==> config.mk <==
export PLATFORM = sky130hd
export DESIGN_NAME = network_sdiv_30s_14s_16_seq
export DESIGN_NICKNAME = d
export VERILOG_FILES = /design/src/rtl/network_sdiv_30s_14s_16_seq.sv
export SDC_FILE = /design/constraint.sdc
export NUM_CORES = 1
export LEC_CHECK = 0
export CORE_ASPECT_RATIO = 1.75
export CORE_MARGIN = 4
export CORE_UTILIZATION = 52
export CTS_CLUSTER_DIAMETER = 60
export DETAILED_ROUTE_END_ITERATION = 8
export GPL_TIMING_DRIVEN = 0
export PLACE_DENSITY_LB_ADDON = 0.15
export SYNTH_ARGS = -nofsm -noshare
export SYNTH_HDL_FRONTEND = slang
export SYNTH_SLANG_ARGS = --single-unit
==> constraint.sdc <==
create_clock -name clk -period 3.8 [get_ports clk]
set_input_delay 0.76 -clock clk [delete_from_list [all_inputs] [get_ports clk]]
set_output_delay 0.76 -clock clk [all_outputs]
set_load 0.005 [all_outputs]
==> src/rtl/network_sdiv_30s_14s_16_seq.sv <==
// network_sdiv_30s_14s_16_seq
// Sequential signed divider: 30-bit signed dividend / 14-bit signed divisor.
// Produces a 16-bit saturated quotient (truncated toward zero) and a 14-bit
// remainder carrying the dividend's sign. One radix-2 restoring step per
// enabled cycle, 30 steps, then a single sign-fix/saturate cycle.
// Valid/ready handshakes on input and output; one operation in flight.
module network_sdiv_30s_14s_16_seq (
    input  logic        clk,
    input  logic        reset,
    input  logic        ce,
    input  logic        in_vld,
    output logic        in_rdy,
    input  logic [29:0] dividend,
    input  logic [13:0] divisor,
    output logic        out_vld,
    input  logic        out_rdy,
    output logic [15:0] quotient,
    output logic [13:0] remainder,
    output logic        ovf,
    output logic        dz
);

    typedef enum logic [1:0] {
        IDLE = 2'd0,
        CALC = 2'd1,
        FIX  = 2'd2,
        OUT  = 2'd3
    } state_t;

    localparam logic [4:0] LAST_ITER = 5'd29;

    state_t r_state;
    state_t w_state_next;

    // Operand and iteration state
    logic        r_sign_n;
    logic        r_sign_d;
    logic        r_dz_flag;
    logic [29:0] r_num;      // |dividend|, shifted left one bit per step
    logic [13:0] r_den;      // |divisor|
    logic [14:0] r_rem;      // partial remainder
    logic [29:0] r_quo;      // magnitude quotient, built MSB first
    logic [4:0]  r_cnt;

    // Output registers
    logic        r_out_vld;
    logic [15:0] r_quotient;
    logic [13:0] r_remainder;
    logic        r_ovf;
    logic        r_dz;

    // Handshake qualifiers
    logic w_accept;
    logic w_release;

    // Restoring step
    logic [15:0] w_trial;
    logic        w_ge;
    logic [14:0] w_rem_next;

    // Sign fix and saturation
    logic [30:0]        w_q_mag;
    logic signed [30:0] w_q_signed;
    logic [13:0]        w_r_signed;
    logic [15:0]        w_q_final;
    logic               w_ovf_final;

    assign in_rdy    = (r_state == IDLE);
    assign w_accept  = ce & in_vld & (r_state == IDLE);
    assign w_release = ce & r_out_vld & out_rdy & (r_state == OUT);

    // The partial remainder is always below |d| <= 8192, so the shifted trial
    // fits in 15 bits; the 16th bit only guards the compare.
    assign w_trial    = {r_rem, r_num[29]};
    assign w_ge       = (w_trial >= {2'b00, r_den});
    assign w_rem_next = w_ge ? (w_trial[14:0] - {1'b0, r_den}) : w_trial[14:0];

    // Signed quotient is computed at 31 bits so any 30-bit magnitude negates exactly.
    assign w_q_mag    = {1'b0, r_quo};
    assign w_q_signed = (r_sign_n ^ r_sign_d) ? -$signed(w_q_mag) : $signed(w_q_mag);
    assign w_r_signed = r_sign_n ? (14'd0 - r_rem[13:0]) : r_rem[13:0];

    // Saturate the quotient to 16 bits; divide-by-zero overrides everything.
    always_comb begin
        // NOTE: every always_comb output gets a default first so no path infers a latch.
        w_q_final   = w_q_signed[15:0];
        w_ovf_final = 1'b0;
        if (r_dz_flag) begin
            w_q_final   = r_sign_n ? 16'h8000 : 16'h7FFF;
            w_ovf_final = 1'b0;
        end else if (w_q_signed > 31'sd32767) begin
            w_q_final   = 16'h7FFF;
            w_ovf_final = 1'b1;
        end else if (w_q_signed < -31'sd32768) begin
            w_q_final   = 16'h8000;
            w_ovf_final = 1'b1;
        end
    end

    // State register; reset wins over ce, ce low freezes the FSM.
    always_ff @(posedge clk) begin
        // NOTE: sequential state uses non-blocking assignments so every register
        // samples pre-edge values regardless of statement order.
        if (reset) begin
            r_state <= IDLE;
        end else if (ce) begin
            r_state <= w_state_next;
        end
    end

    // Next-state logic.
    always_comb begin
        w_state_next = r_state;
        case (r_state)
            IDLE:    if (w_accept) w_state_next = CALC;
            CALC:    if (r_cnt == LAST_ITER) w_state_next = FIX;
            FIX:     w_state_next = OUT;
            OUT:     if (w_release) w_state_next = IDLE;
            default: w_state_next = IDLE;
        endcase
    end

    // Operand capture and the restoring iteration.
    always_ff @(posedge clk) begin
        if (reset) begin
            r_sign_n  <= 1'b0;
            r_sign_d  <= 1'b0;
            r_dz_flag <= 1'b0;
            r_num     <= '0;
            r_den     <= '0;
            r_rem     <= '0;
            r_quo     <= '0;
            r_cnt     <= '0;
        end else if (ce) begin
            if (w_accept) begin
                r_sign_n  <= dividend[29];
                r_sign_d  <= divisor[13];
                r_dz_flag <= (divisor == 14'd0);
                // Two's-complement negation gives the exact magnitude even for
                // the most negative values, read back as unsigned.
                r_num     <= dividend[29] ? (30'd0 - dividend) : dividend;
                r_den     <= divisor[13]  ? (14'd0 - divisor)  : divisor;
                r_rem     <= '0;
                r_quo     <= '0;
                r_cnt     <= '0;
            end else if (r_state == CALC) begin
                r_rem <= w_rem_next;
                r_quo <= {r_quo[28:0], w_ge};
                r_num <= {r_num[28:0], 1'b0};
                r_cnt <= r_cnt + 5'd1;
            end
        end
    end

    // Result registers: loaded in FIX, held until the next FIX.
    always_ff @(posedge clk) begin
        if (reset) begin
            r_out_vld   <= 1'b0;
            r_quotient  <= '0;
            r_remainder <= '0;
            r_ovf       <= 1'b0;
            r_dz        <= 1'b0;
        end else if (ce) begin
            if (r_state == FIX) begin
                r_out_vld   <= 1'b1;
                r_quotient  <= w_q_final;
                r_remainder <= r_dz_flag ? 14'd0 : w_r_signed;
                r_ovf       <= w_ovf_final;
                r_dz        <= r_dz_flag;
            end else if (w_release) begin
                r_out_vld <= 1'b0;
            end
        end
    end

    assign out_vld   = r_out_vld;
    assign quotient  = r_quotient;
    assign remainder = r_remainder;
    assign ovf       = r_ovf;
    assign dz        = r_dz;

endmodule

==> metrics.txt, run 1 <==
clk root buf=clkbuf_16; Worst Max-Slew Pin Slew=854 ps; Top FF cell, synth=dfxtp_1; top cells by count, synth=nand2_1 (203), dfxtp_1 (132), nor2_1 (107), a21oi_1 (67), clkbuf_1 (62); Final ANT Viol Nets=0; Clk pin slew, worst setup/hold paths=70 ps; largest net degree at the start of global routing=17; wire per inst=16.7 um; Syn Nets=1,127; CP startpoint kind=register; Detailed Routing Iterations Pass 1=5; syn_area_per_cell=7.59 um2; GPL Wtd Cong=0.949; first-pass GRT wire length=37.0 mm; crit-path cells=or4_4 > nor2_1 > nand4b_1 > a2bb2oi_1 > o21ai_2 > or4_1 > o41a_1 > a21oi_4 > buf_6 > buf_6 > o211ai_1; hold-critical path depth=2; Nets=1,236; RSZ-0062 raised after global routing=yes; fin crit period=3760 ps; Final Max Slew Viols=0; Die X-Extent=102 um; Layout area overhead=23.4%; die area=0.0175 mm2; FP Rows=59; VDD IR max=0.293 mV; headroom to the max-slew limit=0.416; Worst Path Arrival=4060 ps; Port Buffers=80; vias per cell=5.84; IO Pins=83; Synth area leader=dfxtp_1; Final Hold Vio Count=0; final count of negative-setup-slack endpoints=0; initial antenna violation count=0; Post-synth EDFFs=0; Seq/Total Area, Yosys=0.331; critical path class=register to register; largest fanout on the critical path=7; Yosys top cell area share=0.331; Reg-to-Reg Start=r_quo[2]; clock skew=11.3 ps; slowest stage delay, CP=620 ps; grt total ovfl=0; Hold WS=453 ps; layout cells sized above 1=0.0800; DP Wirelength=17.1 mm; Mapped Area=0.00799 mm2; cell mode on critical path=buf_6; Final Cycle Share=0.990; wirelength, routed=22.6 mm; Req. time, crit path=4100 ps; CTS sink count=132; status=finished, final reports clean; synth warn=0; leakage=3.55 nW; CP bufs+invs=2; critical path's slowest cell=nor2_1; hold endpoint=r_rem[14]; top-count cell post-synth=nand2_1; total power=0.00399 W; CTS tree=built; Worst setup EP type=register; 1st-iter DRT viols=328; CTS H-tree lvls=4; DRC violations left=0; #FFs+latches synth=132; Worst-Skew Late Latency=430 ps; fill cell count=1,328; Via Count=7,935; clock tree buffer depth=2; R2R Setup Slk=40 ps; Die Y=172 um; max-cap viol count=0; Yosys cell types=66; Core Util, Final=0.658; ant diodes=0; PwrDens=404 mW/mm2; async set-reset flop share out of synthesis=0; critical path's top delay family=simple AND/OR/NAND/NOR gates; top cells by area, synth=dfxtp_1 (33%), nand2_1 (9.5%), xnor2_1 (5.9%); vias in the first global route=7,796; worst min path class=register to register; worst r2r path cells=11; GRT Util Overall=0.266; total CTS buffers=17; cells after synthesis=1,053; Reg2Reg Capture Point=quotient[3]; Initial Util=0.533; fmax=0.266 GHz; core area=0.0150 mm2; HP Start=r_rem[14]
## timing repair
item,4_1_cts,5_1_grt
hold endpoints to repair,0,0
pin swaps,6,5
gates cloned,1,0
buffers inserted,8,3
hold buffers,0,0
gates resized for setup,19,15
setup endpoints to repair,21,21
## cell families after synthesis
logic type,Yosys count,synth area share
simple gates,433,0.243
xor+xnor,85,0.0931
compound gates,255,0.220
buf+inv,108,0.0537
flops,132,0.331
mux,15,0.0191
fa+ha+maj,25,0.0401
## worst max-delay path by stage
stage               startpoint            to  slack (ps)  cells after the start
detailed placement    r_quo[0]   quotient[8]        -230                     13
finish                r_quo[2]   quotient[3]          40                     11
CTS                   r_quo[1]  quotient[11]         -20                     12
global route          r_quo[0]  quotient[14]         -70                     13
global placement      r_quo[0]   quotient[5]        -230                     13
floorplan             r_quo[0]  quotient[10]         240                     13
## cell usage in the layout (no fill, tap or decap), types with 5 or more instances in the layout
cell type / count
nor2b_1: 5
o31ai_1: 14
o211ai_1: 7
nor3_1: 20
dfxtp_1: 128
clkbuf_16: 17
a22oi_1: 15
xor2_1: 29
nand3_1: 17
buf_4: 9
nand2b_1: 9
a311oi_1: 28
buf_1: 7
nor4_1: 5
o21ai_0: 49
mux2i_1: 13
or3_1: 12
clkdlybuf4s50_1: 80
ha_1: 23
a211oi_1: 16
or4_1: 10
nor2_1: 107
inv_6: 7
o41ai_1: 9
o211ai_2: 10
nand4_1: 13
nand2_1: 203
clkbuf_1: 61
a21oi_1: 66
inv_1: 33
xnor2_1: 53
## metrics by stage
step | instance area, um2 | std cells | setup slack, ps | TNS [ps]
after floorplan | 7990 | 1053 | 240 | 0
after global placement | 9020 | 1316 | -232 | -2680
after detailed placement | 9020 | 1316 | -227 | -2630
after CTS | 9770 | 1355 | -20.6 | -98.6
after global routing | 9860 | 1358 | -74.6 | -754
final | 9860 | 1358 | 39.8 | 0
## sequential cells by signal, indices dropped and copies added, names as in the netlist
signal     cells
remainder     14
r_num         30
r_state        2
r_rem         15
quotient      16
r_den         14
r_sign_n       1
ovf            1
out_vld        1
r_sign_d       1
dz             1
r_quo         30
r_dz_flag      1
r_cnt          5
## layer usage
| layer | vias to the layer above | part of all wire | track usage |
|---|---|---|---|
| met2 | 226 | 0.56 | 0.523 |
| met1 | 3697 | 0.37 | 0.263 |
| li1 | 3940 | - | - |
| met5 | - | 0 | 0 |
| met3 | 72 | 0.036 | 0.0367 |
| met4 | 0 | 0.042 | 0.131 |
## layout make-up
type                            count  area (um2)  area share
Inverter                           35         131      0.0133
Buffer                             71         287      0.0290
Timing Repair Buffer               92         918      0.0931
Multi-Input combinational cell    813        5060       0.513
Tap cell                          183         229      0.0232
Clock buffer                       17         425      0.0431
Sequential cell                   132        2650       0.268
Clock inverter                     15         164      0.0166
## power breakdown
part,internal (W),switching [W],leakage (nW),total [W]
Combinational,0.000356,0.000494,2.20,0.000851
Sequential,0.00144,0.0000422,1.07,0.00148
Clock,0.000932,0.000724,0.281,0.00166
Total,0.00273,0.00126,3.55,0.00399
## tightest hold or removal path, cell delays in order (launching register included)
cell     delay [ps]
dfxtp_1         320
nand2_1          40
o21ai_0          50
No activity file was read; power rests on OpenSTA's default activity.
==> run 2, diff against run 1 <==
RECOVER_POWER = 100   (was unset)
clock period = 3.4 ns   (was 3.8 ns; I/O delays follow)
==> run 2 against run 1 <==
  * The flow now finishes with violations (negative setup slack)
  * Via count shrank 0.53%
  * Worst setup slack lost 270 ps
  * Sequential share of layout area shrank 0.16 points
  * Cell count grew 0.22%
  * Critical path type unchanged
  * Largest cell class unchanged
  * Largest power group unchanged
==> metrics.txt, run 2 (synthesis gave the netlist of run 1 again) <==
leakage=3.70 nW; status=finished, violations left; ant diodes=0; fmax=0.275 GHz; GRT Util Overall=0.262; clock tree buffer depth=2; CP startpoint kind=register; layout cells sized above 1=0.0908; most frequent cells in the layout=nand2_1 (203), dfxtp_1 (128), nor2_1 (105); Worst Max-Slew Pin Slew=717 ps; IO Pins=83; largest net degree at the start of global routing=19; largest fanout on the critical path=6; RSZ-0062 raised after global routing=yes; Reg power frac=0.370; final count of negative-setup-slack endpoints=16; DP Wirelength=17.0 mm; Die X-Extent=102 um; clock skew=12.0 ps; failing checks=negative setup slack; DRC violations left=0; initial antenna violation count=0; final std cells w/o fill=1,361; Final Cycle Share=1.07; vias per cell=5.80; Port Buffers=80; fin crit period=3640 ps; Nets=1,239; worst min path class=register to register; Die Y=172 um; Layout area overhead=24.3%; core area=0.0150 mm2; Final Hold Vio Count=0; P_int=0.00314 W; cell count after placement=1,316; GPL Wtd Cong=0.946; CTS H-tree lvls=4; 1st-iter DRT viols=302; Final Max Slew Viols=0; Clk pin slew, worst setup/hold paths=60 ps; first-pass GRT wire length=36.6 mm; Worst-Skew Late Latency=420 ps; fill cell count=1,307; most common cell after layout, fill and taps aside=nand2_1; total power=0.00449 W; wirelength, routed=22.4 mm; Net Switching=0.00134 W; total CTS buffers=17; clock share of power=0.412; PwrDens=452 mW/mm2; max-cap viol count=0; FP Rows=59; critical path class=register to register; Req. time, crit path=3700 ps; clk root buf=clkbuf_16; grt total ovfl=0; CTS tree=built; worst setup margin=-235 ps; wire per inst=16.5 um; Via Count=7,893; VDD IR max=0.275 mV; combinational fraction of design power=0.218; Detailed Routing Iterations Pass 1=7; Worst Path Arrival=3940 ps; Initial Util=0.533; Sw Ratio=0.299; headroom to the max-slew limit=0.521; die area=0.0175 mm2; Hold WS=459 ps; vias in the first global route=7,768; CTS sink count=132; Worst setup EP type=register; Final ANT Viol Nets=0
==> run 2: final cells by class <==
cell class	instances	area, um2	share of cell area
Tap cell	183	229	0.0231
Clock buffer	19	443	0.0446
Multi-Input combinational cell	813	5100	0.514
Sequential cell	132	2650	0.267
Timing Repair Buffer	99	962	0.0969
Inverter	35	134	0.0135
Clock inverter	13	150	0.0151
Buffer	67	262	0.0263
==> run 2: per-layer routing <==
metal,GRT usage,up-vias,share of wire
met3,0.0400,78,0.035
met4,0.139,0,0.045
met2,0.509,196,0.55
met1,0.258,3683,0.37
li1,-,3936,-
met5,0,-,0
==> run 2: worst max-delay path, stage by stage (launching register included) <==
cell and delay (ps):
dfxtp_4 360, inv_4 60, ha_4 120, or3b_4 380, or4_4 630, nor3_4 200
a21boi_2 190, a221oi_1 50, or4_4 550, o41a_1 490, a21oi_4 230, buf_6 170
o211ai_2 70
==> run 2: final timing paths <==
| kind | start | to | slack [ps] | depth (start not counted) |
|---|---|---|---|---|
| setup / recovery | r_quo[0] | quotient[11] | -240 | 12 |
| hold / removal | r_den[11] | r_den[11] | 460 | 2 |
| setup reg to reg | r_quo[0] | quotient[11] | -240 | 12 |
| hold reg to reg | r_den[11] | r_den[11] | 460 | 2 |
==> run 2: metrics by stage <==
| step | setup slack [ps] | utilization | cell area [um2] | setup TNS [ps] |
|---|---|---|---|---|
| after detailed placement | -677 | 0.604 | 9050 | -13040 |
| final | -235 | 0.663 | 9930 | -3550 |
| after floorplan | -107 | - | 8030 | -1070 |
| after global placement | -675 | 0.604 | 9050 | -12620 |
| after global routing | -334 | 0.663 | 9930 | -5810 |
| after CTS | -253 | 0.659 | 9870 | -3420 |
==> run 2: what timing repair did <==
item,4_1_cts,5_1_grt
pin swaps,7,2
hold buffers,0,0
buffers inserted,13,6
resized for setup,27,15
endpoints found under the setup margin,30,27
cloned,1,0
==> run 2: power groups by stage <==
stage          Sequential [W]  Clock (W)  Combinational [W]
3_3_place_gp          0.00169          0           0.000904
5_1_grt               0.00167    0.00193            0.00108
4_1_cts               0.00166    0.00186           0.000941
3_5_place_dp          0.00169          0           0.000915
6_report              0.00166    0.00185           0.000977
2_1_floorplan         0.00168          0           0.000659
==> run 3, diff against run 2 <==
CTS_CLUSTER_SIZE = 24   (was unset)
clock period = 3.3 ns   (was 3.4 ns; I/O delays follow)
==> run 3 against run 2 <==
  * The flow still finishes with violations (negative setup slack)
  * Clock skew is 2.4 ps lower
  * Cell count increased by 0.59%
  * Flip-flop and latch count unchanged
  * Via count is 1.8% higher
  * Non-clock buffer count grew 8
  * Worst setup slack got worse by 200 ps
==> metrics.txt, run 3 (synthesis gave the netlist of run 1 again) <==
Worst setup EP type=register; Worst Max-Slew Pin Slew=716 ps; Final ANT Viol Nets=0; first-pass GRT wire length=37.7 mm; total power=0.00457 W; clock tree buffer depth=2; CTS H-tree lvls=4; most frequent cells in the layout=nand2_1 (203), dfxtp_1 (126), nor2_1 (107); Die X-Extent=102 um; wire per inst=17.0 um; Net Switching=0.00141 W; Port Buffers=80; final count of negative-setup-slack endpoints=16; Req. time, crit path=3590 ps; Post-CTS Hold Fix Bufs=0; CTS tree=built; total CTS buffers=17; Die Y=172 um; HP Start=r_den[11]; status=finished, violations left; worst r2r path cells=10; wirelength, routed=23.2 mm; headroom to the max-slew limit=0.521; Final Hold Vio Count=0; leakage=3.73 nW; CP startpoint kind=register; most common cell after layout, fill and taps aside=nand2_1; fin crit period=3740 ps; grt total ovfl=0; die area=0.0175 mm2; Reg power frac=0.373; worst setup margin=-436 ps; core area=0.0150 mm2; Final Cycle Share=1.13; Clk pin slew, worst setup/hold paths=60 ps; Nets=1,247; hold endpoint=r_den[11]; Reg-to-Reg Start=r_quo[2]; worst min path class=register to register; hold-critical path depth=2; max-cap viol count=0; ant diodes=0; IO Pins=83; layout cells sized above 1=0.0978; Detailed Routing Iterations Pass 1=5; largest net degree at the start of global routing=17; PwrDens=458 mW/mm2; Final Max Slew Viols=0; clock skew=9.64 ps; critical path's top delay family=simple AND/OR/NAND/NOR gates; slowest stage delay, CP=570 ps; CTS sink count=132; VDD IR max=0.267 mV; cell mode on critical path=or4_4; Worst Setup SP=r_quo[2]; vias in the first global route=7,972; Setup TNS=-6310 ps; CP bufs+invs=1; initial antenna violation count=0; Worst-Skew Late Latency=420 ps; Reg2Reg Capture Point=quotient[1]; DRC violations left=0; GRT Util Overall=0.270; P_int=0.00316 W; clock share of power=0.402; largest fanout on the critical path=7; Layout area overhead=25.0%; Sw Ratio=0.308; Worst Path Arrival=4030 ps; critical path class=register to register; fmax=0.268 GHz; Via Count=8,035; 1st-iter DRT viols=411; pre-CTS setup slack=-813 ps; GPL Wtd Cong=0.946; R2R Setup Slk=-440 ps; Initial Util=0.533; clk root buf=clkbuf_16; vias per cell=5.87; critical path's slowest cell=nor2_1; crit-path cells=or4_4 > nor2_1 > nand4b_1 > a2bb2oi_2 > o21ai_2 > or4_4 > o41a_1 > a21oi_4 > buf_4 > o211ai_1; failing checks=negative setup slack; combinational fraction of design power=0.225; FP Rows=59; DP Wirelength=17.4 mm; RSZ-0062 raised after global routing=yes
[run 3: changes by cell type in the layout (fill, tap and decap cells not counted), moves of 3 or more]
cell	previous run	this run
buf_4	14	25
buf_6	6	2
dfxtp_4	1	5
clkinv_4	2	5
clkinvlp_4	4	1
[run 3: cell type report]
| class | instances | area (um2) |
|---|---|---|
| plain buffers | 67 | 255 |
| clock buffers | 17 | 425 |
| flip-flops and latches | 132 | 2660 |
| well taps | 183 | 229 |
| clock inverters | 15 | 146 |
| multi-input cells | 813 | 5110 |
| fillers | 1352 | 5000 |
| inverters | 35 | 136 |
| repair buffers | 107 | 1020 |
[run 3: how the worst max path moves through the flow]
stage	endpoint	slack, ps	cells after the start
finish	quotient[1]	-440	10
global route	quotient[13]	-460	10
global placement	quotient[6]	-800	11
CTS	quotient[13]	-400	13
detailed placement	quotient[12]	-810	11
floorplan	quotient[10]	-210	13
[run 3: power groups by stage]
stage / registers (W) / logic [W] / clock network [W]
2_1_floorplan: 0.00173 / 0.000679 / 0
3_3_place_gp: 0.00174 / 0.000934 / 0
3_5_place_dp: 0.00174 / 0.000946 / 0
4_1_cts: 0.00170 / 0.000990 / 0.00185
5_1_grt: 0.00171 / 0.00114 / 0.00193
6_report: 0.00171 / 0.00103 / 0.00184
[run 3: per-stage QoR]
step / hold WS (ps) / area (um2) / utilization / cells
after global placement: 433 / 9050 / 0.604 / 1316
after CTS: 461 / 9910 / 0.661 / 1366
after floorplan: 417 / 8030 / - / 1053
final: 460 / 9990 / 0.667 / 1369
after global routing: 485 / 9990 / 0.667 / 1369
after detailed placement: 450 / 9050 / 0.604 / 1316
[run 3: layer usage]
| layer | up-vias | GRT usage | part of all wire | wire length [um] |
|---|---|---|---|---|
| met2 | 248 | 0.520 | 0.55 | 12800 |
| met4 | 0 | 0.137 | 0.043 | 1010 |
| met5 | - | 0 | 0 | 0 |
| met1 | 3750 | 0.269 | 0.37 | 8510 |
| li1 | 3958 | - | - | - |
| met3 | 79 | 0.0452 | 0.038 | 880 |
[run 3: tightest hold or removal path, cell delays in order (launching register included)]
cell and delay [ps]:
dfxtp_1 310, nand2_1 50, a21oi_1 50
[run 3: what timing repair did]
item / CTS / global route
endpoints found under the setup margin: 30 / 34
resized for setup: 32 / 19
setup buffers: 19 / 8
gates cloned: 1 / 0
pin swaps: 11 / 5
